<file path="config.mk">
export PLATFORM = sky130hd
export DESIGN_NAME = pb_scan_debouncer_flat
export DESIGN_NICKNAME = d
export VERILOG_FILES = /design/src/rtl/pb_scan_debouncer_if.sv /design/src/rtl/pb_scan_debouncer.sv /design/src/flat_wrapper.sv
export SDC_FILE = /design/constraint.sdc
export NUM_CORES = 1
export LEC_CHECK = 0
export ABC_AREA = 1
export CAP_MARGIN = 30
export CORE_AREA = 5 5 114 116
export DETAILED_ROUTE_END_ITERATION = 7
export DIE_AREA = 0 0 119 121
export HOLD_SLACK_MARGIN = 0.03
export PLACE_DENSITY_LB_ADDON = 0.2
export SKIP_CTS_REPAIR_TIMING = 1
export SYNTH_ARGS = -nofsm -noshare
export SYNTH_HDL_FRONTEND = slang
export SYNTH_SLANG_ARGS = --single-unit
export TNS_END_PERCENT = 100
</file>
<file path="constraint.sdc">
create_clock -name clk -period 1.6 [get_ports clk]
set_input_delay 0.32 -clock clk [delete_from_list [all_inputs] [get_ports clk]]
set_output_delay 0.32 -clock clk [all_outputs]
set_load 0.05 [all_outputs]
</file>
<file path="src/rtl/pb_scan_debouncer_if.sv">
// Push-button debouncer bundle: raw pins in, debounced levels and edge strobes out.
interface pb_scan_debouncer_if #(
  parameter int NUM_PB = 4
);
  logic [NUM_PB-1:0] PB;
  logic [NUM_PB-1:0] pb_state;
  logic [NUM_PB-1:0] pb_rise;
  logic [NUM_PB-1:0] pb_fall;
  logic              busy;
  logic [2:0]        active_idx;

  modport master (output PB, input pb_state, pb_rise, pb_fall, busy, active_idx);
  modport slave  (input PB, output pb_state, pb_rise, pb_fall, busy, active_idx);
endinterface

</file>
<file path="src/rtl/pb_scan_debouncer.sv">
// Debounces NUM_PB buttons with one shared counter granted round-robin to
// whichever button's synchronized level disagrees with its committed level.

module pb_sync_lane (
  input  logic clk,
  input  logic rst,
  input  logic pin,
  input  logic level,
  output logic pending
);
  logic sync0, sync1;

  always_ff @(posedge clk) begin
    if (rst) begin
      sync0 <= 1'b0;
      sync1 <= 1'b0;
    end else begin
      sync0 <= pin;
      sync1 <= sync0;
    end
  end

  assign pending = sync1 ^ level;
endmodule

module pb_scan_debouncer #(
  parameter int NUM_PB          = 4,
  parameter int DEBOUNCE_CYCLES = 6000000,
  parameter int CNT_W           = 27
) (
  input  logic                  clk,
  input  logic                  rst,
  pb_scan_debouncer_if.slave    bus
);
  localparam logic [CNT_W-1:0] LAST = CNT_W'(DEBOUNCE_CYCLES - 1);

  typedef enum logic {S_IDLE, S_COUNT} state_t;

  state_t            state, state_nx;
  logic [CNT_W-1:0]  cnt, cnt_nx;
  logic [2:0]        ptr, ptr_nx, idx, idx_nx;
  logic [NUM_PB-1:0] st, st_nx, rise, rise_nx, fall, fall_nx;
  logic [NUM_PB-1:0] pending;
  logic              found, cur_pend;
  logic [2:0]        win, idx_inc;

  for (genvar g = 0; g < NUM_PB; g++) begin : g_lane
    pb_sync_lane u_lane (
      .clk    (clk),
      .rst    (rst),
      .pin    (bus.PB[g]),
      .level  (st[g]),
      .pending(pending[g])
    );
  end

  // Walk from ptr backwards-in-priority so the nearest pending index wins last.
  always_comb begin
    found = 1'b0;
    win   = '0;
    for (int k = NUM_PB - 1; k >= 0; k--) begin
      for (int i = 0; i < NUM_PB; i++) begin
        if (i == ((int'(ptr) + k) % NUM_PB) && pending[i]) begin
          found = 1'b1;
          win   = 3'(i);
        end
      end
    end
  end

  always_comb begin
    cur_pend = 1'b0;
    idx_inc  = '0;
    for (int i = 0; i < NUM_PB; i++) begin
      if (idx == 3'(i)) begin
        cur_pend = pending[i];
        idx_inc  = 3'((i + 1) % NUM_PB);
      end
    end
  end

  always_comb begin
    state_nx = state;
    cnt_nx   = cnt;
    ptr_nx   = ptr;
    idx_nx   = idx;
    st_nx    = st;
    rise_nx  = '0;
    fall_nx  = '0;
    case (state)
      S_IDLE: begin
        if (found) begin
          idx_nx   = win;
          cnt_nx   = '0;
          state_nx = S_COUNT;
        end
      end
      S_COUNT: begin
        // Bounce-back wins over a same-cycle commit.
        if (!cur_pend) begin
          state_nx = S_IDLE;
          cnt_nx   = '0;
          ptr_nx   = idx_inc;
        end else if (cnt == LAST) begin
          state_nx = S_IDLE;
          cnt_nx   = '0;
          ptr_nx   = idx_inc;
          for (int i = 0; i < NUM_PB; i++) begin
            if (idx == 3'(i)) begin
              st_nx[i]   = ~st[i];
              rise_nx[i] = ~st[i];
              fall_nx[i] = st[i];
            end
          end
        end else begin
          cnt_nx = cnt + 1'b1;
        end
      end
      default: state_nx = S_IDLE;
    endcase
  end

  always_ff @(posedge clk) begin
    if (rst) begin
      state <= S_IDLE;
      cnt   <= '0;
      ptr   <= '0;
      idx   <= '0;
      st    <= '0;
      rise  <= '0;
      fall  <= '0;
    end else begin
      state <= state_nx;
      cnt   <= cnt_nx;
      ptr   <= ptr_nx;
      idx   <= idx_nx;
      st    <= st_nx;
      rise  <= rise_nx;
      fall  <= fall_nx;
    end
  end

  assign bus.pb_state   = st;
  assign bus.pb_rise    = rise;
  assign bus.pb_fall    = fall;
  assign bus.busy       = (state == S_COUNT);
  assign bus.active_idx = idx;
endmodule
</file>
<file path="src/flat_wrapper.sv">
// flat-port wrapper written by rule: the top's interface ports become plain ports
module pb_scan_debouncer_flat 
#(
  parameter int NUM_PB          = 4,
  parameter int DEBOUNCE_CYCLES = 6000000,
  parameter int CNT_W           = 27
)
  (clk, rst, bus_PB, bus_pb_state, bus_pb_rise, bus_pb_fall, bus_busy, bus_active_idx);
  pb_scan_debouncer_if #(.NUM_PB(NUM_PB)) bus_i ();
  input  logic clk;
  input  logic rst;
  input wire logic [$bits(bus_i.PB)-1:0] bus_PB;
  output wire logic [$bits(bus_i.pb_state)-1:0] bus_pb_state;
  output wire logic [$bits(bus_i.pb_rise)-1:0] bus_pb_rise;
  output wire logic [$bits(bus_i.pb_fall)-1:0] bus_pb_fall;
  output wire logic [$bits(bus_i.busy)-1:0] bus_busy;
  output wire logic [$bits(bus_i.active_idx)-1:0] bus_active_idx;
  assign bus_i.PB = bus_PB;
  assign bus_pb_state = bus_i.pb_state;
  assign bus_pb_rise = bus_i.pb_rise;
  assign bus_pb_fall = bus_i.pb_fall;
  assign bus_busy = bus_i.busy;
  assign bus_active_idx = bus_i.active_idx;
  pb_scan_debouncer #(.NUM_PB(NUM_PB), .DEBOUNCE_CYCLES(DEBOUNCE_CYCLES), .CNT_W(CNT_W)) u_core (.clk(clk), .rst(rst), .bus(bus_i));
endmodule
</file>
Word-level counts from Yosys, hierarchy flattened
Index checks and enable logic that the tools add are counted.

cells by class
  reduce and logical (&&, ||, !) cells = 34
  add/subtract/negate cells = 4
  muxes and demuxes = 49
  eq/ne operators = 18
  bitwise logic cells = 18

operators with widths
  cell                     count
  $logic_not A32 Y1        4
  $mux W27                 3
  $pmux W27 S2             1
  $mux W2                  19
  $add A27 B1 Y27 const B  1
  $eq A27 B23 Y1 const B   1
  $mux W1                  25
  $reduce_or A5 Y1         4
  $eq A3 B3 Y1 const A     6
  $logic_and A1 B1 Y1      16
  $reduce_and A4 Y1        4
  $not A1 Y1               11
  $eq A2 B3 Y1 const A     3
  $eq A3 B2 Y1 const B     2
  $reduce_or A2 Y1         3
  $add A2 B2 Y2 const B    2
  $eq A2 B2 Y1 const A     2
  $reduce_and A2 Y1        2
  $xor A1 B1 Y1            4
  $and A1 B1 Y1 const A    3
  $eq A3 B1 Y1 const B     1
  $logic_not A3 Y1         1
  $add A2 B1 Y2 const B    1
  $eq A1 B2 Y1 const A     1
  other kinds (3)          3

word-level totals
  output and inout bits = 16
  logic and storage cells = 147
  register bits = 53
  bits of input ports = 6

Logic depth before layout (Yosys ltp)
Gate-level depths: netlist (run 1).

  word-level depth = 23
  gate-level depth with buffers = 16
  gate-level depth less buffers = 16

Hierarchy
From an unflattened synthesis (run 1), not the netlist that was laid out.

second synthesis, totals
  cell total of the unflattened synthesis = 422
  area total of the unflattened synthesis = 2811.4 um^2

by module, submodules not included
  module             sequential area each (um^2)  cells each  area each (um^2)  times used
  pb_scan_debouncer  880.8                        378         2516.2            1
  pb_sync_lane       40.0                         11          73.8              4

Worst setup path before layout (run 1)
No wires, ideal clock.

  path kind = reg-to-reg
  start = register u_core.idx[0], in the netlist u_core.bus.active_idx[0]
  end = register u_core.cnt[0]
  data required time = 1485 ps
  slack = -419 ps
  period minus slack after synthesis = 2019 ps
  path buffers = 1
  stages on the path, launching flop included = 11
  arrival = 1905 ps
  library setup time = 115 ps
  cell sequence = dfxtp_1 > inv_1 > ha_1 > nand3_2 > o21ai_2 > o211ai_4 > nand2_4 > nand2_4 > nor2_8 > buf_8 > o21a_1

between the ends
  cells in the longest elaborated chain, start to end = 7
  elaborated cells on any way between the ends = 10
  those cells by class = 3 x eq/ne; 6 x mux; 1 x reduce/logical

ends and longest elaborated chain
  item                    RTL line                  RTL
  from (decl)             pb_scan_debouncer.sv:41   logic [2:0] ptr, ptr_nx, idx, idx_nx;
  from (signal assigned)  pb_scan_debouncer.sv:136  idx <= idx_nx;
  $logic_not A3 Y1        pb_scan_debouncer.sv:75   if (idx == 3'(i)) begin
  $mux W1 (3 in a row)    pb_scan_debouncer.sv:75
  $mux W1 *               pb_scan_debouncer.sv:75
  $mux W27 *              pb_scan_debouncer.sv:100  if (!cur_pend) begin
  $pmux W27 S2 *          pb_scan_debouncer.sv:90   case (state)
  to (signal assigned)    pb_scan_debouncer.sv:134  cnt <= cnt_nx;
  to (decl)               pb_scan_debouncer.sv:40   logic [CNT_W-1:0] cnt, cnt_nx;

Every way passes the cells marked *; elsewhere a longest branch is shown, timed or not.
A chain may end at the register's enable or synchronous reset.

Worst setup path after layout (run 1)
  start = register u_core.st[3], in the netlist u_core.bus.pb_state[3]
  end = register u_core.cnt[20]

between the ends
  cells in the longest elaborated chain, start to end = 16
  elaborated cells on any way between the ends = 22
  those cells by class = 1 x eq/ne; 16 x mux; 1 x bitwise; 4 x reduce/logical

ends and longest elaborated chain
  item                           RTL line                  RTL
  from (decl)                    pb_scan_debouncer.sv:42   logic [NUM_PB-1:0] st, st_nx, rise, rise_nx, fall, fall_nx;
  from (signal assigned)         pb_scan_debouncer.sv:137  st <= st_nx;
  $xor A1 B1 Y1 *                pb_scan_debouncer.sv:23   assign pending = sync1 ^ level;
  $logic_and A1 B1 Y1            pb_scan_debouncer.sv:63   if (i == ((int'(ptr) + k) % NUM_PB) && pending[i]) begin
  $mux W1 (13 in a row)          pb_scan_debouncer.sv:63
  $ne A2 B1 Y1 (no source line)  --

Marks and branches as above.

==> results.txt, run 1 <==
The most used routing layer is met2. The synthesized-area fraction occupied by and/or/nand/nor cells was 0.361; the maximum achievable frequency was 545 MHz. The share of synthesized flip-flops with an asynchronous set or reset came out at 0. The critical path starts at u_core.bus.pb_state[3]$_SDFFE_PP0P_. The final core area utilization was 0.375. The final critical delay including setup and external delays was 1.83 ns.

In this run the critical register-to-register path is launched from u_core.bus.pb_state[3]$_SDFFE_PP0P_. The final-report hold violation count is 0. The fraction of layout cells with a size suffix above 1 was 0.431.

Main combinational cell family by area after synthesis: simple AND/OR/NAND/NOR gates. Launch instance of the worst min-delay path: u_core.g_lane[3].u_lane.sync0$_SDFF_PP0_. The worst clock skew on the final layout was 0.00454 ns. The run gives 0.112 as the total global routing track utilization.

Power spread over the standard cell area amounts to 1090 nW/µm². For the largest net degree at the start of global routing, the log shows 17. The portion of netlist area occupied by mux cells came out at 0. The area growth from synthesis to layout is 53.3%. The met3 layer usage reported by global route is 0.0228, and the number of violations reported at the end of detailed-routing iteration 0 is 135. The total power consumption of the routed design is 4.82 mW. Setup violations remaining at the end of the flow were counted as 34. The fraction of the mapped netlist area in compound gates was 0.0935. The maximum fanout encountered on the critical timing path is 6, and the number of instances in the synthesized netlist is 409. The routed layout has 2840 vias.

The final number of max-transition violations came out at 0. Yosys printed 0 warnings. The logs give 420 for the post-synth net total and 22 for the count of pins on the block boundary.

The clock input transition at the sequential cells of the worst setup and hold paths was 0.07 ns. Primary flip-flop cell chosen by synthesis mapping: dfxtp_1. In this run, synthesis inferred 0 flip-flops with an integrated enable. The clock reaches the later pin of the worst-skew pair after 0.29 ns. The worst min-delay path class was register to register. Xor/xnor cell area share of the yosys netlist: 0.0632. The checks that failed: negative setup slack. Dividing the detail-routed via count by the number of cells gives 4.29. The run finished, with violations left. The first global-routing pass estimated 13100 µm of wire. The minimum hold slack came out at 0.396 ns. The post-layout net count was 525; the number of unique standard cell types used by synthesis was 42. Post-detailed-placement half-perimeter wirelength: 6110 µm. The tools report the final wirelength as 7940 µm. The synthesized flop and latch total was 52; the number of global-route vias before repair was 2734. The die is 121 µm tall. Synthesized area per cell: 7.06 µm². Data on the critical path arrives at its endpoint at 2.01 ns.

The maximum buffer depth of the clock tree is 2. Across the VDD grid, the largest voltage drop is 486 µV. Setup repair after global routing could not meet its margin everywhere. The remaining global-route overflow was 0; the max capacitance violation total was 0. The summed negative setup slack over all endpoints is -5.72 ns, and the remaining routing DRC violations is 0. The cell leakage power is 1.84 nW. For the final weighted congestion of routability-driven global placement, the log shows 0.880. The run gives 0.193 as the met2 routing resource usage after global routing. The proportion of synthesized chip area in sequential cells is 0.360, and the number of standard-cell rows in the floorplan is 40. Clock tree synthesis inserted a total of 5 buffers.

The routed wire length per instance came out at 12.0 µm. Timing analysis after detailed placement gives a worst setup slack of -0.345 ns. The run gives 0.142 as the global-route met1 utilization. For the number of optimization iterations in the first detailed-route pass, the log shows 4.

Buffers placed on the I/O ports in this run total 20. TritonCTS built the clock tree. Measured along the x axis, the die boundary spans 119 µm. The logs give 11800 µm² for the core box area and -0.234 ns for the least setup slack across all paths after layout. The die covers 14400 µm². The tree is rooted in a clkbuf_16. 0 antenna diodes ended up in the layout. After synthesis the cells add up to 2890 µm².

Critical path start-end classification: register to register. The endpoint required time on the critical path came out at 1.78 ns. The fraction of the mapped netlist area in adder cells was 0.0217; the initial antenna violation count was 0. The period utilization was 1.15; the starting density of the core was 0.245. Once detail routing completed, the nets flagged for antenna violations numbered 0. Endpoint kind of the worst setup timing path: a register.

The H-tree depth is 2. The tools report the type of element launching the critical path as a register. TritonCTS sink count: 52.
synthesized netlist by cell type (2+ instances only):
cell type	instances	area [µm²]
nand2_1	99	372
dfxtp_1	52	1040
nor2_1	50	188
inv_1	45	169
nand3_1	30	150
xor2_1	16	140
a21oi_1	15	75.1
nor3_1	11	55.1
nand2_2	10	62.6
nand4_1	10	62.6
a21oi_2	9	78.8
o21ai_0	7	35.0
buf_4	5	37.5
ha_1	5	62.6
clkbuf_1	3	11.3
inv_2	3	11.3
nand2_4	3	33.8
o21ai_1	3	15.0
xnor2_1	3	26.3
buf_6	2	22.5
nand3b_1	2	15.0
nor3_2	2	20.0
nor3b_1	2	15.0
nor4_1	2	12.5
o21ai_2	2	17.5
or2_2	2	12.5
cell usage in the layout, fill, tap and decap left out, types with 2 or more instances in the layout:
cell type and count:
a21oi_1 12, a21oi_2 12, buf_12 9, buf_4 94, buf_6 3, clkbuf_16 5
clkdlybuf4s50_1 5, clkinv_1 2, dfxtp_1 38, dfxtp_2 10, dfxtp_4 4, ha_1 2
ha_4 3, inv_1 41, inv_2 6, inv_4 2, nand2_1 86, nand2_2 20
nand2_4 6, nand3_1 24, nand3_2 7, nand3b_1 2, nand4_1 10, nor2_1 36
nor2_2 12, nor2_4 3, nor3_1 6, nor3_2 6, nor3b_2 2, o21ai_0 4
o21ai_1 3, o21ai_2 3, o21ai_4 2, or2_2 2, xnor2_1 3, xor2_1 13
xor2_2 2, xor2_4 2
routing by layer:
metal	up-vias	wire length, µm
met3	7	222
met2	25	3990
met4	0	93
li1	1504	-
met5	-	0
met1	1304	3640
cells by family after synthesis:
family | Yosys count
buffers and inverters | 63
AND/OR/NAND/NOR | 227
flip-flops | 52
adder cells (fa/ha/maj) | 5
other | 1
AO/OA/AOI/OAI | 41
XOR/XNOR | 20
power breakdown:
part	internal, mW	total [mW]	switching [mW]
Sequential	1.40	1.49	0.0933
Clock	0.576	1.04	0.469
Combinational	1.00	2.28	1.27
Total	2.98	4.82	1.83
area by class of cell:
type	instances	area [µm²]
clock inverter	2	11.3
inverter	50	193
multi-input combinational	294	1870
timing repair buffer	111	970
sequential	52	1070
clock buffer	6	129
tap	147	184
fill	1212	7380
registers in the layout (all words and copies together), names as in the netlist:
signal / count
u_core.bus.busy: 1
u_core.bus.active_idx: 2
u_core.g_lane.u_lane.sync1: 4
u_core.bus.pb_state: 4
u_core.g_lane.u_lane.sync0: 4
u_core.cnt: 27
u_core.ptr: 2
u_core.bus.pb_rise: 4
u_core.bus.pb_fall: 4
metrics by stage:
stage | std cells | cell area (µm²)
global placement | 650 | 3920
global route | 662 | 4430
detailed placement | 650 | 3920
floorplan | 409 | 2900
finish | 662 | 4430
CTS | 658 | 4060
critical path, cell delays in order, from the launching register on:
cell and delay (ns):
dfxtp_4 0.36, inv_2 0.06, nand2_2 0.05, and2_4 0.17, nand2_4 0.06, nand2_2 0.05
nor2_1 0.11, nand4_1 0.16, nor2_4 0.19, nand2_4 0.09, buf_6 0.15, nand3_2 0.06
xor2_1 0.15, nor2_1 0.07
path summary, 6_finish.rpt:
check / end / slack (ns) / depth (start not counted)
hold / removal: u_core.g_lane[3].u_lane.sync1$_SDFF_PP0_ / 0.40 / 2
setup / recovery: u_core.cnt[20]$_SDFFE_PP0P_ / -0.23 / 13
setup reg to reg: u_core.cnt[20]$_SDFFE_PP0P_ / -0.23 / 13
hold reg to reg: u_core.g_lane[3].u_lane.sync1$_SDFF_PP0_ / 0.40 / 2
Note: power is estimated with default switching activity, not from simulation.
==> run 2: changes to the inputs <==
- SKIP_LAST_GASP: unset -> 1
==> run 2 against run 1 <==
  * The run still ends with negative setup slack left
  * Die area did not move
  * Final area fell by 0.11%
  * Register-to-register slack barely moved
  * Sequential share of layout area barely moved
  * Global-route usage did not move
  * First-iteration DRC count fell by 8.1%
  * Non-clock buffer count did not move
  * Combinational power barely moved
  * Cell count did not move
  * Critical path depth did not move
  * Core utilization barely moved
  * Via count rose by 0.81%
==> results.txt, run 2 (synthesis results as in run 1) <==
The run finished, with violations left. The checks that failed: negative setup slack. Entering global routing, the biggest net connects 17 pins. Across the whole layout, storage elements account for 1070 µm². The total global routing track utilization was 0.112; the number of diodes was 0. The pre-antenna-repair detailed-routing pass consisted of 4 iterations.

Of all nets on the critical path, the largest fanout is 6. The routed layout has 2863 vias. The run gives -0.234 ns as the least setup slack across all paths after layout. The remaining number of nets flagged by the antenna check after routing is 0, and the H-tree depth is 2. The count of buffers added on input and output ports is 20. In this design, the stage delay of the slowest critical-path cell is 0.36 ns. The tools report the final-report hold violation count as 0.

The library cell used most frequently in the layout, excluding fill and tap cells, is buf_4. Using the TritonRoute via totals, the vias-per-cell ratio works out to 4.32. Final number of max-transition violations: 0. The worst clock skew on the final layout was 0.00459 ns; the final core area utilization was 0.374. The period utilization works out to 1.15. The analysis attributes to cell leakage a power of 1.84 nW. In the routed design, unresolved DRC markers number 0. The combined area of the multi-input logic cells was 1870 µm².

The tree is rooted in a clkbuf_16. The floorplan step set the die height to 121 µm. The post-layout net count was 525; the summed negative setup slack over all endpoints was -5.74 ns.

Dividing total power by cell area gives a power density of 1090 nW/µm². For this run, the top clock speed supported by timing is 545 MHz. For the number of CTS-inserted buffers, the log shows 5.

Standard cell with the maximum stage delay on the critical path: dfxtp_4. The tools report the post-detailed-placement half-perimeter wirelength as 6110 µm. The synthesis-to-finish area growth is 53.1%. At the placement stage, the worst setup path has a slack of -0.345 ns.

The initial antenna violation count was 0. The peak ir drop on the vdd network came out at 489 µV. The worst min-delay path class was register to register. TritonCTS built the clock tree.

The worst setup path is captured at a register. The layout has 1214 filler cells. The starting density of the core is 0.245, and the insertion delay of the later-clocked pin in the worst-skew pair is 0.29 ns. Setup repair after global routing could not meet its margin everywhere. The number of global-route vias before repair is 2734. Flip-flop count of the largest register, all copies and words added: 27. The tools report the die area as 14400 µm².

The total overflow left after global routing is 0. During I/O placement, the number of pins put on the boundary was 22. Counting I/O delays and the setup requirement, the final critical path takes 1.83 ns.

The routed design has 7970 µm of wire. Setup violations remaining at the end of the flow were counted as 34. The fraction of layout cells with a size suffix above 1 came out at 0.429. The routed wire length per instance is 12.0 µm. For the TritonCTS sink count, the log shows 52. The clock passes through at most 2 buffers. The final weighted congestion of routability-driven global placement was 0.880. Type of element launching the critical path: a register. Leaving out fill and tap cells, the most frequent cells in the layout are buf_4, nand2_1, inv_1. The tool flagged a number of max-cap violations equal to 0. After the first detailed-routing iteration, the DRC count stood at 124. The total area inside the core boundary comes to 11800 µm². Data on the critical path is required at its endpoint by 1.78 ns. u_core.cnt holds more flip-flops than any other register.

The floorplan step set the die width to 119 µm. The logs give 0.396 ns for the minimum hold slack and 2.01 ns for the endpoint arrival time on the critical path. Wire length of the first global-routing pass: 13100 µm. Clock input transition at the sequential cells of the worst setup and hold paths: 0.07 ns. After floorplanning, the core was divided into 40 placement rows. The critical path start-end classification was register to register.

The critical path goes through inv_2 -> nand2_2 -> and2_4 -> nand2_4 -> nand2_2 -> nor2_1 -> nand4_1 -> nor2_4 -> nand2_4 -> buf_6 -> nand3_2 -> xor2_1 -> nor2_1.
run 2: cell counts in the layout (fill, tap and decap cells not counted):
Identical to the previous run, type by type.
run 2: final timing paths:
check | start | to | slack [ns] | cells after the start
setup / recovery | u_core.bus.pb_state[3]$_SDFFE_PP0P_ | u_core.cnt[20]$_SDFFE_PP0P_ | -0.23 | 13
hold / removal | u_core.g_lane[3].u_lane.sync0$_SDFF_PP0_ | u_core.g_lane[3].u_lane.sync1$_SDFF_PP0_ | 0.40 | 2
setup reg to reg | u_core.bus.pb_state[3]$_SDFFE_PP0P_ | u_core.cnt[20]$_SDFFE_PP0P_ | -0.23 | 13
hold reg to reg | u_core.g_lane[3].u_lane.sync0$_SDFF_PP0_ | u_core.g_lane[3].u_lane.sync1$_SDFF_PP0_ | 0.40 | 2
run 2: area by class of cell:
type | count | area share
clock inverters | 2 | 0.00255
clock buffers | 6 | 0.0291
inverters | 50 | 0.0436
flip-flops and latches | 52 | 0.242
multi-input cells | 294 | 0.422
well taps | 147 | 0.0416
repair buffers | 111 | 0.219
run 2: metal layers:
metal,part of all wire,track usage
met2,0.50,0.193
met1,0.46,0.142
met5,0,0
met4,0.011,0.0304
met3,0.029,0.0228
run 2: metrics by stage:
step | instance area [µm²] | total power [mW] | std cells
detailed placement | 3920 | 3.36 | 650
floorplan | 2900 | 2.59 | 409
finish | 4420 | 4.81 | 662
global placement | 3920 | 3.34 | 650
CTS | 4060 | 4.43 | 658
global route | 4420 | 5.10 | 662
run 2: worst max-delay path, delay by kind of cell, from the launching register on:
kind / cells / cell delay [ns]
xor+xnor: 1 / 0.15
buf+inv: 2 / 0.21
simple gates: 10 / 1.01
flops: 1 / 0.36
run 2: power breakdown:
part	switching [mW]	internal, mW
combinational	1.27	1.00
clock	0.470	0.576
sequential	0.0937	1.40
total	1.83	2.98
